### src/rtl/alu_pkg.sv
// alu_pkg
//   Shared types for the iterative ALU slice: the op code enum seen on
//   ALUctrlE, the control FSM state type and the is_multicycle() helper
//   that decides which ops go through the iterative datapath.
//
//   Build option: ALU_ITER_DIV_EN. When defined, DIV/DIVU/REM/REMU run on
//   the iterative datapath; otherwise only MUL/MULHU are multi-cycle and
//   the divide op codes are treated as illegal.
package alu_pkg;

  typedef enum logic [3:0] {
    ALU_ADD   = 4'd0,
    ALU_SUB   = 4'd1,
    ALU_AND   = 4'd2,
    ALU_OR    = 4'd3,
    ALU_XOR   = 4'd4,
    ALU_SLT   = 4'd5,
    ALU_SLL   = 4'd6,
    ALU_SRL   = 4'd7,
    ALU_SRA   = 4'd8,
    ALU_SLTU  = 4'd9,
    ALU_MUL   = 4'd10,
    ALU_MULHU = 4'd11,
    ALU_DIV   = 4'd12,
    ALU_DIVU  = 4'd13,
    ALU_REM   = 4'd14,
    ALU_REMU  = 4'd15
  } alu_op_t;

  typedef enum logic [1:0] {
    ST_IDLE = 2'd0,
    ST_BUSY = 2'd1,
    ST_DONE = 2'd2
  } alu_state_t;

  // Ops that need DATA_WIDTH iterations. The divide ops only qualify when
  // the divider is part of the build; otherwise they complete in one cycle.
  function automatic logic is_multicycle(input alu_op_t op);
`ifdef ALU_ITER_DIV_EN
    return (op == ALU_MUL) || (op == ALU_MULHU) || (op == ALU_DIV) ||
           (op == ALU_DIVU) || (op == ALU_REM) || (op == ALU_REMU);
`else
    return (op == ALU_MUL) || (op == ALU_MULHU);
`endif
  endfunction

endpackage

### src/rtl/alu_muldiv_seq.sv
// alu_muldiv_seq
//   Iterative multiply / divide engine. A start pulse loads the operands,
//   then exactly DATA_WIDTH iterations run (shift-add multiply or restoring
//   divide). done_o is high during the cycle whose clock edge performs the
//   final iteration, and result_o already shows the finished value then, so
//   the parent can capture it on that same edge.
//
//   Ports
//     clk, rst_n  clock and synchronous active-low reset
//     flush       abandon the running operation
//     start_i     load operands and begin iterating
//     op_i        operation (MUL, MULHU and, with the divider, DIV/DIVU/REM/REMU)
//     a_i, b_i    operands
//     done_o      final iteration happens on the coming edge
//     result_o    finished result, valid while done_o is high
//
//   Build option: ALU_ITER_DIV_EN adds the restoring divider and sign fix-up.
module alu_muldiv_seq
  import alu_pkg::*;
#(
  parameter int DATA_WIDTH = 32
) (
  input  logic                  clk,
  input  logic                  rst_n,
  input  logic                  flush,
  input  logic                  start_i,
  input  alu_op_t               op_i,
  input  logic [DATA_WIDTH-1:0] a_i,
  input  logic [DATA_WIDTH-1:0] b_i,
  output logic                  done_o,
  output logic [DATA_WIDTH-1:0] result_o
);

  localparam int CNT_W = $clog2(DATA_WIDTH);
  localparam logic [CNT_W-1:0] LastIter = CNT_W'(DATA_WIDTH - 1);

  logic [DATA_WIDTH-1:0] accHi_q, accHi_d;
  logic [DATA_WIDTH-1:0] accLo_q, accLo_d;
  logic [DATA_WIDTH-1:0] operandB_q, operandB_d;
  logic [CNT_W-1:0]      iterCnt_q, iterCnt_d;
  logic                  busy_q, busy_d;
  alu_op_t               opCode_q, opCode_d;

  logic [DATA_WIDTH:0]   mulSum;
  logic [DATA_WIDTH-1:0] stepHi, stepLo;
  logic                  lastStep;

`ifdef ALU_ITER_DIV_EN
  logic                  negQuot_q, negQuot_d;
  logic                  negRem_q, negRem_d;
  logic [DATA_WIDTH:0]   divShifted, divDiff;
  logic                  isDiv;
`endif

  assign lastStep = busy_q && (iterCnt_q == LastIter);
  assign done_o   = lastStep;

  // One iteration of the datapath. Multiply keeps {accHi, accLo} as the
  // partial product with the multiplier shifting out of accLo. Divide keeps
  // the partial remainder in accHi and the dividend/quotient in accLo; the
  // borrow bit of the trial subtraction decides restore vs. keep. Divide by
  // zero falls out naturally as quotient all ones, remainder = dividend.
  always_comb begin
    mulSum = {1'b0, accHi_q} + (accLo_q[0] ? {1'b0, operandB_q} : '0);
    stepHi = mulSum[DATA_WIDTH:1];
    stepLo = {mulSum[0], accLo_q[DATA_WIDTH-1:1]};
`ifdef ALU_ITER_DIV_EN
    isDiv      = (opCode_q == ALU_DIV) || (opCode_q == ALU_DIVU) ||
                 (opCode_q == ALU_REM) || (opCode_q == ALU_REMU);
    divShifted = {accHi_q, accLo_q[DATA_WIDTH-1]};
    divDiff    = divShifted - {1'b0, operandB_q};
    if (isDiv) begin
      stepHi = divDiff[DATA_WIDTH] ? divShifted[DATA_WIDTH-1:0] : divDiff[DATA_WIDTH-1:0];
      stepLo = {accLo_q[DATA_WIDTH-2:0], ~divDiff[DATA_WIDTH]};
    end
`endif
  end

  // Final result selection from the values the last iteration produces.
  // Signed divide ran on magnitudes, so the signs are restored here.
  always_comb begin
    result_o = '0;
    case (opCode_q)
      ALU_MUL:   result_o = stepLo;
      ALU_MULHU: result_o = stepHi;
`ifdef ALU_ITER_DIV_EN
      ALU_DIV:   result_o = negQuot_q ? -stepLo : stepLo;
      ALU_DIVU:  result_o = stepLo;
      ALU_REM:   result_o = negRem_q ? -stepHi : stepHi;
      ALU_REMU:  result_o = stepHi;
`endif
      default:   result_o = '0;
    endcase
  end

  // Next-state logic: load on start, iterate while busy, stop after the
  // last iteration. The quotient is only negated for a nonzero divisor so
  // DIV by zero keeps its all-ones answer; most-negative / -1 needs no
  // special case because negating the magnitude 2^(W-1) wraps to itself.
  always_comb begin
    accHi_d    = accHi_q;
    accLo_d    = accLo_q;
    operandB_d = operandB_q;
    iterCnt_d  = iterCnt_q;
    busy_d     = busy_q;
    opCode_d   = opCode_q;
`ifdef ALU_ITER_DIV_EN
    negQuot_d  = negQuot_q;
    negRem_d   = negRem_q;
`endif
    if (start_i) begin
      opCode_d   = op_i;
      accHi_d    = '0;
      accLo_d    = a_i;
      operandB_d = b_i;
      iterCnt_d  = '0;
      busy_d     = 1'b1;
`ifdef ALU_ITER_DIV_EN
      negQuot_d  = 1'b0;
      negRem_d   = 1'b0;
      if ((op_i == ALU_DIV) || (op_i == ALU_REM)) begin
        accLo_d    = a_i[DATA_WIDTH-1] ? -a_i : a_i;
        operandB_d = b_i[DATA_WIDTH-1] ? -b_i : b_i;
        negQuot_d  = (a_i[DATA_WIDTH-1] ^ b_i[DATA_WIDTH-1]) && (b_i != '0);
        negRem_d   = a_i[DATA_WIDTH-1];
      end
`endif
    end else if (busy_q) begin
      accHi_d   = stepHi;
      accLo_d   = stepLo;
      iterCnt_d = iterCnt_q + 1'b1;
      if (lastStep) begin
        busy_d    = 1'b0;
        iterCnt_d = '0;
      end
    end
    if (flush) begin
      busy_d    = 1'b0;
      iterCnt_d = '0;
    end
  end

  // State registers with synchronous reset.
  always_ff @(posedge clk) begin
    if (!rst_n) begin
      accHi_q    <= '0;
      accLo_q    <= '0;
      operandB_q <= '0;
      iterCnt_q  <= '0;
      busy_q     <= 1'b0;
      opCode_q   <= ALU_ADD;
`ifdef ALU_ITER_DIV_EN
      negQuot_q  <= 1'b0;
      negRem_q   <= 1'b0;
`endif
    end else begin
      accHi_q    <= accHi_d;
      accLo_q    <= accLo_d;
      operandB_q <= operandB_d;
      iterCnt_q  <= iterCnt_d;
      busy_q     <= busy_d;
      opCode_q   <= opCode_d;
`ifdef ALU_ITER_DIV_EN
      negQuot_q  <= negQuot_d;
      negRem_q   <= negRem_d;
`endif
    end
  end

endmodule

### src/rtl/alu_iter.sv
// alu_iter
//   ALU with a valid/ready handshake on both sides. Single-cycle ops finish
//   one cycle after acceptance; MUL/MULHU (and the divide ops when built in)
//   run on alu_muldiv_seq and finish DATA_WIDTH+1 cycles after acceptance.
//   The result is held in DONE until the consumer takes it.
//
//   Ports
//     clk, rst_n          clock and synchronous active-low reset
//     flush               abandon any operation in flight
//     in_valid / in_ready operand handshake (in_ready only in IDLE)
//     SrcAE, SrcBE        operands
//     ALUctrlE            op code (alu_pkg::alu_op_t)
//     out_valid/out_ready result handshake
//     ALUout              result
//     ZeroE               captured SrcAE == captured SrcBE
//
//   Build option: ALU_ITER_DIV_EN enables DIV/DIVU/REM/REMU; without it
//   those op codes complete in one cycle with ALUout = 0.
module alu_iter
  import alu_pkg::*;
#(
  parameter int DATA_WIDTH = 32,
  parameter int SHAMT_W    = $clog2(DATA_WIDTH)
) (
  input  logic                  clk,
  input  logic                  rst_n,
  input  logic                  flush,
  input  logic                  in_valid,
  output logic                  in_ready,
  input  logic [DATA_WIDTH-1:0] SrcAE,
  input  logic [DATA_WIDTH-1:0] SrcBE,
  input  alu_op_t               ALUctrlE,
  output logic                  out_valid,
  input  logic                  out_ready,
  output logic [DATA_WIDTH-1:0] ALUout,
  output logic                  ZeroE
);

  alu_state_t            state_q, state_d;
  logic [DATA_WIDTH-1:0] result_q, result_d;
  logic                  zero_q, zero_d;

  logic                  accept;
  logic                  startSeq;
  logic                  seqDone;
  logic [DATA_WIDTH-1:0] seqResult;
  logic [DATA_WIDTH-1:0] aluRes;
  logic [SHAMT_W-1:0]    shamt;

  assign in_ready  = rst_n && (state_q == ST_IDLE);
  assign accept    = in_valid && in_ready && !flush;
  assign startSeq  = accept && is_multicycle(ALUctrlE);
  assign shamt     = SrcBE[SHAMT_W-1:0];
  assign out_valid = (state_q == ST_DONE);
  assign ALUout    = result_q;
  assign ZeroE     = zero_q;

  // Single-cycle results, computed straight from the inputs so they can be
  // registered on the accepting edge. Multi-cycle and illegal op codes fall
  // to the default of zero here.
  always_comb begin
    aluRes = '0;
    case (ALUctrlE)
      ALU_ADD:  aluRes = SrcAE + SrcBE;
      ALU_SUB:  aluRes = SrcAE - SrcBE;
      ALU_AND:  aluRes = SrcAE & SrcBE;
      ALU_OR:   aluRes = SrcAE | SrcBE;
      ALU_XOR:  aluRes = SrcAE ^ SrcBE;
      ALU_SLT:  aluRes = DATA_WIDTH'($signed(SrcAE) < $signed(SrcBE));
      ALU_SLL:  aluRes = SrcAE << shamt;
      ALU_SRL:  aluRes = SrcAE >> shamt;
      ALU_SRA:  aluRes = $unsigned($signed(SrcAE) >>> shamt);
      ALU_SLTU: aluRes = DATA_WIDTH'(SrcAE < SrcBE);
      default:  aluRes = '0;
    endcase
  end

  alu_muldiv_seq #(
    .DATA_WIDTH (DATA_WIDTH)
  ) u_muldiv (
    .clk      (clk),
    .rst_n    (rst_n),
    .flush    (flush),
    .start_i  (startSeq),
    .op_i     (ALUctrlE),
    .a_i      (SrcAE),
    .b_i      (SrcBE),
    .done_o   (seqDone),
    .result_o (seqResult)
  );

  // Control FSM. ZeroE is latched at acceptance for every op; the result
  // register loads either the single-cycle value at acceptance or the
  // iterative result on the edge of the final iteration. flush overrides
  // everything, including an acceptance in the same cycle.
  always_comb begin
    state_d  = state_q;
    result_d = result_q;
    zero_d   = zero_q;
    case (state_q)
      ST_IDLE: begin
        if (accept) begin
          zero_d = (SrcAE == SrcBE);
          if (is_multicycle(ALUctrlE)) begin
            state_d = ST_BUSY;
          end else begin
            state_d  = ST_DONE;
            result_d = aluRes;
          end
        end
      end
      ST_BUSY: begin
        if (seqDone) begin
          state_d  = ST_DONE;
          result_d = seqResult;
        end
      end
      ST_DONE: begin
        if (out_ready) begin
          state_d = ST_IDLE;
        end
      end
      default: state_d = ST_IDLE;
    endcase
    if (flush) begin
      state_d = ST_IDLE;
    end
  end

  // State and output registers with synchronous reset.
  always_ff @(posedge clk) begin
    if (!rst_n) begin
      state_q  <= ST_IDLE;
      result_q <= '0;
      zero_q   <= 1'b0;
    end else begin
      state_q  <= state_d;
      result_q <= result_d;
      zero_q   <= zero_d;
    end
  end

endmodule

### config.mk
export PLATFORM = sky130hd
export DESIGN_NAME = alu_iter
export DESIGN_NICKNAME = d
export VERILOG_FILES = /design/src/rtl/alu_pkg.sv /design/src/rtl/alu_muldiv_seq.sv /design/src/rtl/alu_iter.sv
export SDC_FILE = /design/constraint.sdc
export NUM_CORES = 1
export LEC_CHECK = 0
export ABC_AREA = 1
export ABC_CLOCK_PERIOD_IN_PS = 6250
export CAP_MARGIN = 20
export CORE_AREA = 8 8 223 225
export DETAILED_ROUTE_END_ITERATION = 7
export DIE_AREA = 0 0 231 233
export GPL_TIMING_DRIVEN = 0
export SYNTH_ARGS = -nofsm -noshare
export SYNTH_HDL_FRONTEND = slang
export SYNTH_SLANG_ARGS = --single-unit
### constraint.sdc
create_clock -name clk -period 6.25 [get_ports clk]
set_input_delay 1.5625 -clock clk [delete_from_list [all_inputs] [get_ports clk]]
set_output_delay 1.5625 -clock clk [all_outputs]
set_load 0.1 [all_outputs]
# Word-level counts from Yosys, hierarchy flattened
# Index checks and enable logic that the tools add are counted.
[word_totals]
wordCells = 78
reg_bits = 141
in_bits = 73
out_inout_bits = 35
[op_classes]
shifts = 3
addsub = 4
n_reduce_logical = 17
eq_ne = 21
n_mux = 18
bitwise = 4
magnitude_cmp = 2
[ops]
columns = ["operator", "count"]
rows = [
  ["case mux 32 bit (10 select lines)", 1],
  ["two-way mux 32 bit", 6],
  ["case mux 32 bit (2 select lines)", 2],
  ["less-than comparator 32 bit", 2],
  ["adder 32 x 33 -> 33 bit", 1],
  ["adder 32 bit", 1],
  ["bitwise AND 32 bit", 1],
  ["equality test 32 bit", 1],
  ["bitwise OR 32 bit", 1],
  ["<< shifter 32 x 5 -> 32 bit", 1],
  [">> shifter 32 x 5 -> 32 bit", 1],
  [">>> shifter 32 x 5 -> 32 bit", 1],
  ["subtractor 32 bit", 1],
  ["bitwise XOR 32 bit", 1],
  ["equality test 4 bit, second input constant", 6],
  ["equality test 4 x 3 -> 1 bit, second input constant", 4],
  ["equality test 4 x 2 -> 1 bit, second input constant", 2],
  ["two-way mux 2 bit", 4],
  ["inequality test 2 bit, second input constant", 3],
  ["case mux 2 bit (3 select lines)", 1],
  ["adder 5 x 1 -> 5 bit, second input constant", 1],
  ["equality test 5 bit, second input constant", 1],
  ["logical AND 1 bit", 5],
  ["two-way mux 5 bit", 1],
  ["16 further kinds", 20],
]

# Depth between registers and ports, before layout
# Gate-level depths: netlist of the first run.
[depth]
ltp_word = 6
ltp_mapped = 22
mapped_depth_nobuf = 20

# Cells and area by module
# A second synthesis of the first run with hierarchy kept.
[hier_totals]
cells_unflattened = 3538
area_unflattened_um2 = 19005.7
[modules_own_cells]
columns = ["mod", "n_inst", "area_per_inst_um2", "cells_per_inst", "seq_area_each_um2"]
rows = [
  ["alu_iter", 1, 11805.1, 2352, 700.7],
  ["alu_muldiv_seq", 1, 7200.7, 1186, 2122.0],
]

# Worst setup path after synthesis of the first run
# OpenSTA, ideal clock, no wires.
[synth_path]
kind = "input to output"
from = "input rst_n"
to = "output in_ready"
path_stages = 3
arrival_time_ns = 3.091
n_path_buf = 1
setup_slack_ns = 1.596
required_ns = 4.688
cell_sequence = "inv_2 > buf_1 > nor2_1"
[synth_between]
elab_chain_len = 1
[synth_lines]
columns = ["element", "line", "source"]
rows = [
  ["start, declared", "alu_iter.sv:26", "input logic rst_n,"],
  ["logical AND 1 bit", "alu_iter.sv:50", "assign in_ready = rst_n && (state_q == ST_IDLE);"],
  ["end, declared", "alu_iter.sv:29", "output logic in_ready,"],
]
# Every way passes these cells.

# Final worst setup path of the first run
# Ends and elaborated chain as after synthesis.

==> results summary, run 1 <==
In this run the count of I/O pins placed on the die edge is 108. The worst setup path is captured at a primary output. The tree is rooted in a sky130_fd_sc_hd__clkbuf_16. Once placement completed, the tool counted placed cells totaling 4061.

The period utilization is 0.922. The number of buffers added on ports is 107. The number of hold buffers added after CTS was 0. The switching share of power came out at 0.447. The end of the worst register-to-register path is ALUout[13]$_SDFFE_PN0P_. The worst hold endpoint is u_muldiv.opCode_q[2]$_SDFFE_PN0P_. The first-pass GRT wire length is 147000 um. The DRC violations left came out at 0. The launch point of the worst reg-to-reg path is u_muldiv.accLo_q[0]$_SDFFE_PN0P_.

At the worst endpoint, the arrival time is 4200 ps. The clock tree from TritonCTS is done. By area the synthesized netlist is led by sky130_fd_sc_hd__nand2_1, sky130_fd_sc_hd__dfxtp_1, sky130_fd_sc_hd__nand3_1, sky130_fd_sc_hd__ha_1, sky130_fd_sc_hd__inv_1. The count of cells resized by post-cts repair is 0. In this run the power density over the cells is 157 nW/um2. The die footprint came out at 53800 um2.

Among all flip-flop cells after synthesis, the most frequent one is sky130_fd_sc_hd__dfxtp_1. The routed wirelength normalized by instance count is 25.1 um. In the synthesized netlist, the number of instances is 3346. Of the total power, combinational logic draws 0.409. The pin count of the biggest net entering global routing is 17.

At the later pin of the worst-skew pair, clock insertion delay measures 450 ps. The flow ran to the end, and the final reports show no timing, DRC or antenna violations. The die height is 233 um. The count of synthesis-stage warnings from yosys is 0.

The placeable core region is 46100 um2. The total clock sinks is 141. The switching power total is 0.00145 W. The number of max-slew violations in the final report is 0. The internal power consumption is 0.00179 W. The biggest area contributor in the post-synthesis netlist is sky130_fd_sc_hd__nand2_1. When the netlist entered floorplanning its net count stood at 3556. The final setup TNS came out at 0 ps.

The total iterations of the first detailed-routing run is 6. Setup violations remaining at the end of the flow were counted as 0. The number of enable-type register cells in the synthesized netlist came out at 0. The number of stages on the worst hold path came out at 2. For the worst flop-to-flop path, the logic depth is 16.

In this run the cell area of the synthesized design comes to 18300 um2. The register-to-register path setup slack is 2670 ps. At the worst endpoint, the required time is 4690 ps. The area growth from synthesis to layout is 13.0%. Wires add up to 103000 um.

The synthesis-stage register bit count came out at 141. The setup fix buffers added after clock tree synthesis came out at 0. The final global-route overflow total came out at 0. The overall track demand over capacity in global routing came out at 0.369. Setup repair after global routing left no endpoint under its margin. The post-route minimum period came out at 5760 ps. Between clock sinks in the finished design, the worst skew comes to 13.4 ps. The share of total power dissipated in sequential elements is 0.289.

The share of synthesized area in the top cell type comes to 0.226. The mean cell area of the mapped netlist is 5.46 um2. For this run, the register share of the synthesized area comes to 0.154. The worst slew margin relative to its limit is 0.264. The number of antenna diodes in the final layout is 0. The number of buffers inserted during clock tree synthesis is 17. The deepest clock path buffer count is 2.

For this configuration, the core starts out at a cell density of 0.397. The post-layout net count is 3684. Using the TritonRoute via totals, the vias-per-cell ratio works out to 5.79. The count of standard-cell rows came out at 79.

Timing would allow up to 174 MHz. The global placer's final weighted congestion is 1.07. The number of antenna violations at the first check in global routing is 1. The type of the worst setup path is primary input to primary output. Once layout is complete, the cells apart from fillers number 4094. The hold violation total from the final report came out at 0.

The part of the total power dissipated in the clock network came out at 0.302. The worst setup path is launched from a primary input. In this run the worst path has a maximum fanout of 10. The first-iteration detailed-routing DRC count is 3145. The antenna violation net count after detailed routing came out at 0. The leakage power summed over all cells came out at 10.6 nW. The routed layout has 23719 vias. In this run the most critical hold path is launched from u_muldiv.opCode_q[2]$_SDFFE_PN0P_. For the pin with the worst max-slew slack, the measured transition is 1100 ps. The number of max-cap violations came out at 0. In the final layout, the share of cells above drive strength 1 is 0.0519.

Counting distinct cell types in the post-synthesis netlist gives 54. The via count of the first global-routing pass came out at 21871. The horizontal die dimension is 231 um. The clock transition at the register clock pins on the worst setup and hold paths after CTS is 70 ps. The highest ir drop seen on vdd came out at 0.159 mV. The wire-length estimate of the detail-placed layout is 85200 um.

The H-tree depth reported by CTS came out at 4. The proportion of register bits with asynchronous set or reset after synthesis is 0. In this run the worst hold path is classified as register to register.
-- worst max-delay path: stages --
cell and delay (ps):
sky130_fd_sc_hd__clkdlybuf4s50_1 690, sky130_fd_sc_hd__inv_2 240, sky130_fd_sc_hd__buf_1 350, sky130_fd_sc_hd__nor2_1 180, sky130_fd_sc_hd__clkdlybuf4s50_1 1150
-- per-stage QoR --
| stage | instance area, um2 | utilization | worst slack [ps] | hold slack [ps] | total power [W] |
|---|---|---|---|---|---|
| after floorplan | 18300 | - | 1600 | 432 | 0.00172 |
| after global placement | 20100 | 0.437 | 285 | 447 | 0.00223 |
| after detailed placement | 20100 | 0.437 | 297 | 449 | 0.00222 |
| after CTS | 20700 | 0.449 | 517 | 461 | 0.00318 |
| after global routing | 20700 | 0.449 | 437 | 483 | 0.00335 |
| final | 20700 | 0.449 | 489 | 460 | 0.00324 |
-- cell usage after synthesis, types with 4 or more instances --
library cell	instances
sky130_fd_sc_hd__nand3b_1	13
sky130_fd_sc_hd__nor3_1	32
sky130_fd_sc_hd__buf_1	12
sky130_fd_sc_hd__clkbuf_1	54
sky130_fd_sc_hd__nand3_1	425
sky130_fd_sc_hd__dfxtp_1	141
sky130_fd_sc_hd__inv_1	420
sky130_fd_sc_hd__xnor2_1	10
sky130_fd_sc_hd__o221ai_1	5
sky130_fd_sc_hd__o211ai_1	42
sky130_fd_sc_hd__mux2i_1	4
sky130_fd_sc_hd__xor2_1	7
sky130_fd_sc_hd__o21ai_1	27
sky130_fd_sc_hd__nand4_1	31
sky130_fd_sc_hd__and2_1	13
sky130_fd_sc_hd__buf_6	4
sky130_fd_sc_hd__nand2_2	11
sky130_fd_sc_hd__nor2_1	222
sky130_fd_sc_hd__nand2_1	1100
sky130_fd_sc_hd__buf_2	79
sky130_fd_sc_hd__nor2_2	8
sky130_fd_sc_hd__a21oi_1	234
sky130_fd_sc_hd__nor4_1	7
sky130_fd_sc_hd__buf_4	10
sky130_fd_sc_hd__ha_1	134
sky130_fd_sc_hd__a31oi_1	35
sky130_fd_sc_hd__a211oi_1	6
sky130_fd_sc_hd__o21a_1	10
sky130_fd_sc_hd__o22ai_1	18
sky130_fd_sc_hd__o21ai_0	157
sky130_fd_sc_hd__o21bai_1	15
sky130_fd_sc_hd__inv_2	21
-- cell usage in the layout, fill, tap and decap left out, types with 35 or more instances in the layout --
master                            synthesis  layout
sky130_fd_sc_hd__a31oi_1                 35      35
sky130_fd_sc_hd__nor2_1                 222     222
sky130_fd_sc_hd__clkdlybuf4s50_1          0     107
sky130_fd_sc_hd__nand2_1               1100    1100
sky130_fd_sc_hd__nand3_1                425     425
sky130_fd_sc_hd__dfxtp_1                141     141
sky130_fd_sc_hd__ha_1                   134     134
sky130_fd_sc_hd__buf_2                   79      81
sky130_fd_sc_hd__clkbuf_1                54      55
sky130_fd_sc_hd__inv_1                  420     420
sky130_fd_sc_hd__a21oi_1                234     234
sky130_fd_sc_hd__o211ai_1                42      42
sky130_fd_sc_hd__o21ai_0                157     157
-- final cells by class --
class,instances,area [um2]
timing repair buffer,109,1080
clock buffer,20,457
sequential,141,2820
clock inverter,12,87.6
tap,607,759
fill,5336,25400
inverter,442,1660
buffer,160,768
multi-input combinational,2603,13000
-- how the worst max path moves through the flow --
stage | from | end | cells past startpoint
final | rst_n | in_ready | 5
after global routing | rst_n | in_ready | 5
after CTS | rst_n | in_ready | 5
after detailed placement | SrcBE[3] | ALUout[15]$_SDFFE_PN0P_ | 18
after global placement | SrcBE[3] | ALUout[15]$_SDFFE_PN0P_ | 18
after floorplan | rst_n | in_ready | 3
-- sequential cells by signal, indices dropped and copies added (netlist names) --
| signal | count |
|---|---|
| ALUout | 32 |
| u_muldiv.accHi_q | 32 |
| u_muldiv.accLo_q | 32 |
| u_muldiv.operandB_q | 32 |
| u_muldiv.iterCnt_q | 5 |
| u_muldiv.opCode_q | 4 |
| state_q | 2 |
| ZeroE | 1 |
| u_muldiv.busy_q | 1 |
-- power by group through the flow --
stage / Sequential, W / Combinational [W] / Clock, W
final: 0.000936 / 0.00132 / 0.000976
after global routing: 0.000937 / 0.00139 / 0.00102
after CTS: 0.000936 / 0.00127 / 0.000977
after detailed placement: 0.000956 / 0.00127 / 0
after global placement: 0.000955 / 0.00128 / 0
after floorplan: 0.00106 / 0.000661 / 0
-- logic make-up (layout without fill, tap and decap cells) --
kind of cell	after synthesis	in the layout	share of synthesized area
buffers and inverters	602	743	0.133
XOR/XNOR	17	17	0.00814
multiplexers	4	4	0.00219
flip-flops	141	141	0.154
AO/OA/AOI/OAI	568	568	0.174
adder cells (fa/ha/maj)	137	137	0.0950
AND/OR/NAND/NOR	1877	1877	0.434
-- layer usage --
| metal | global-route usage | part of all wire |
|---|---|---|
| met2 | 0.533 | 0.40 |
| met1 | 0.495 | 0.42 |
| met3 | 0.0944 | 0.11 |
| met5 | 0 | 0 |
| met4 | 0.199 | 0.062 |
(Power assumes the default switching activity.)
==> run 2, diff against run 1 <==
Settings changed: CTS_CLUSTER_SIZE set to 40.
==> results of run 2 <==
The final DEF is identical to that of run 1; final timing and power are the same.
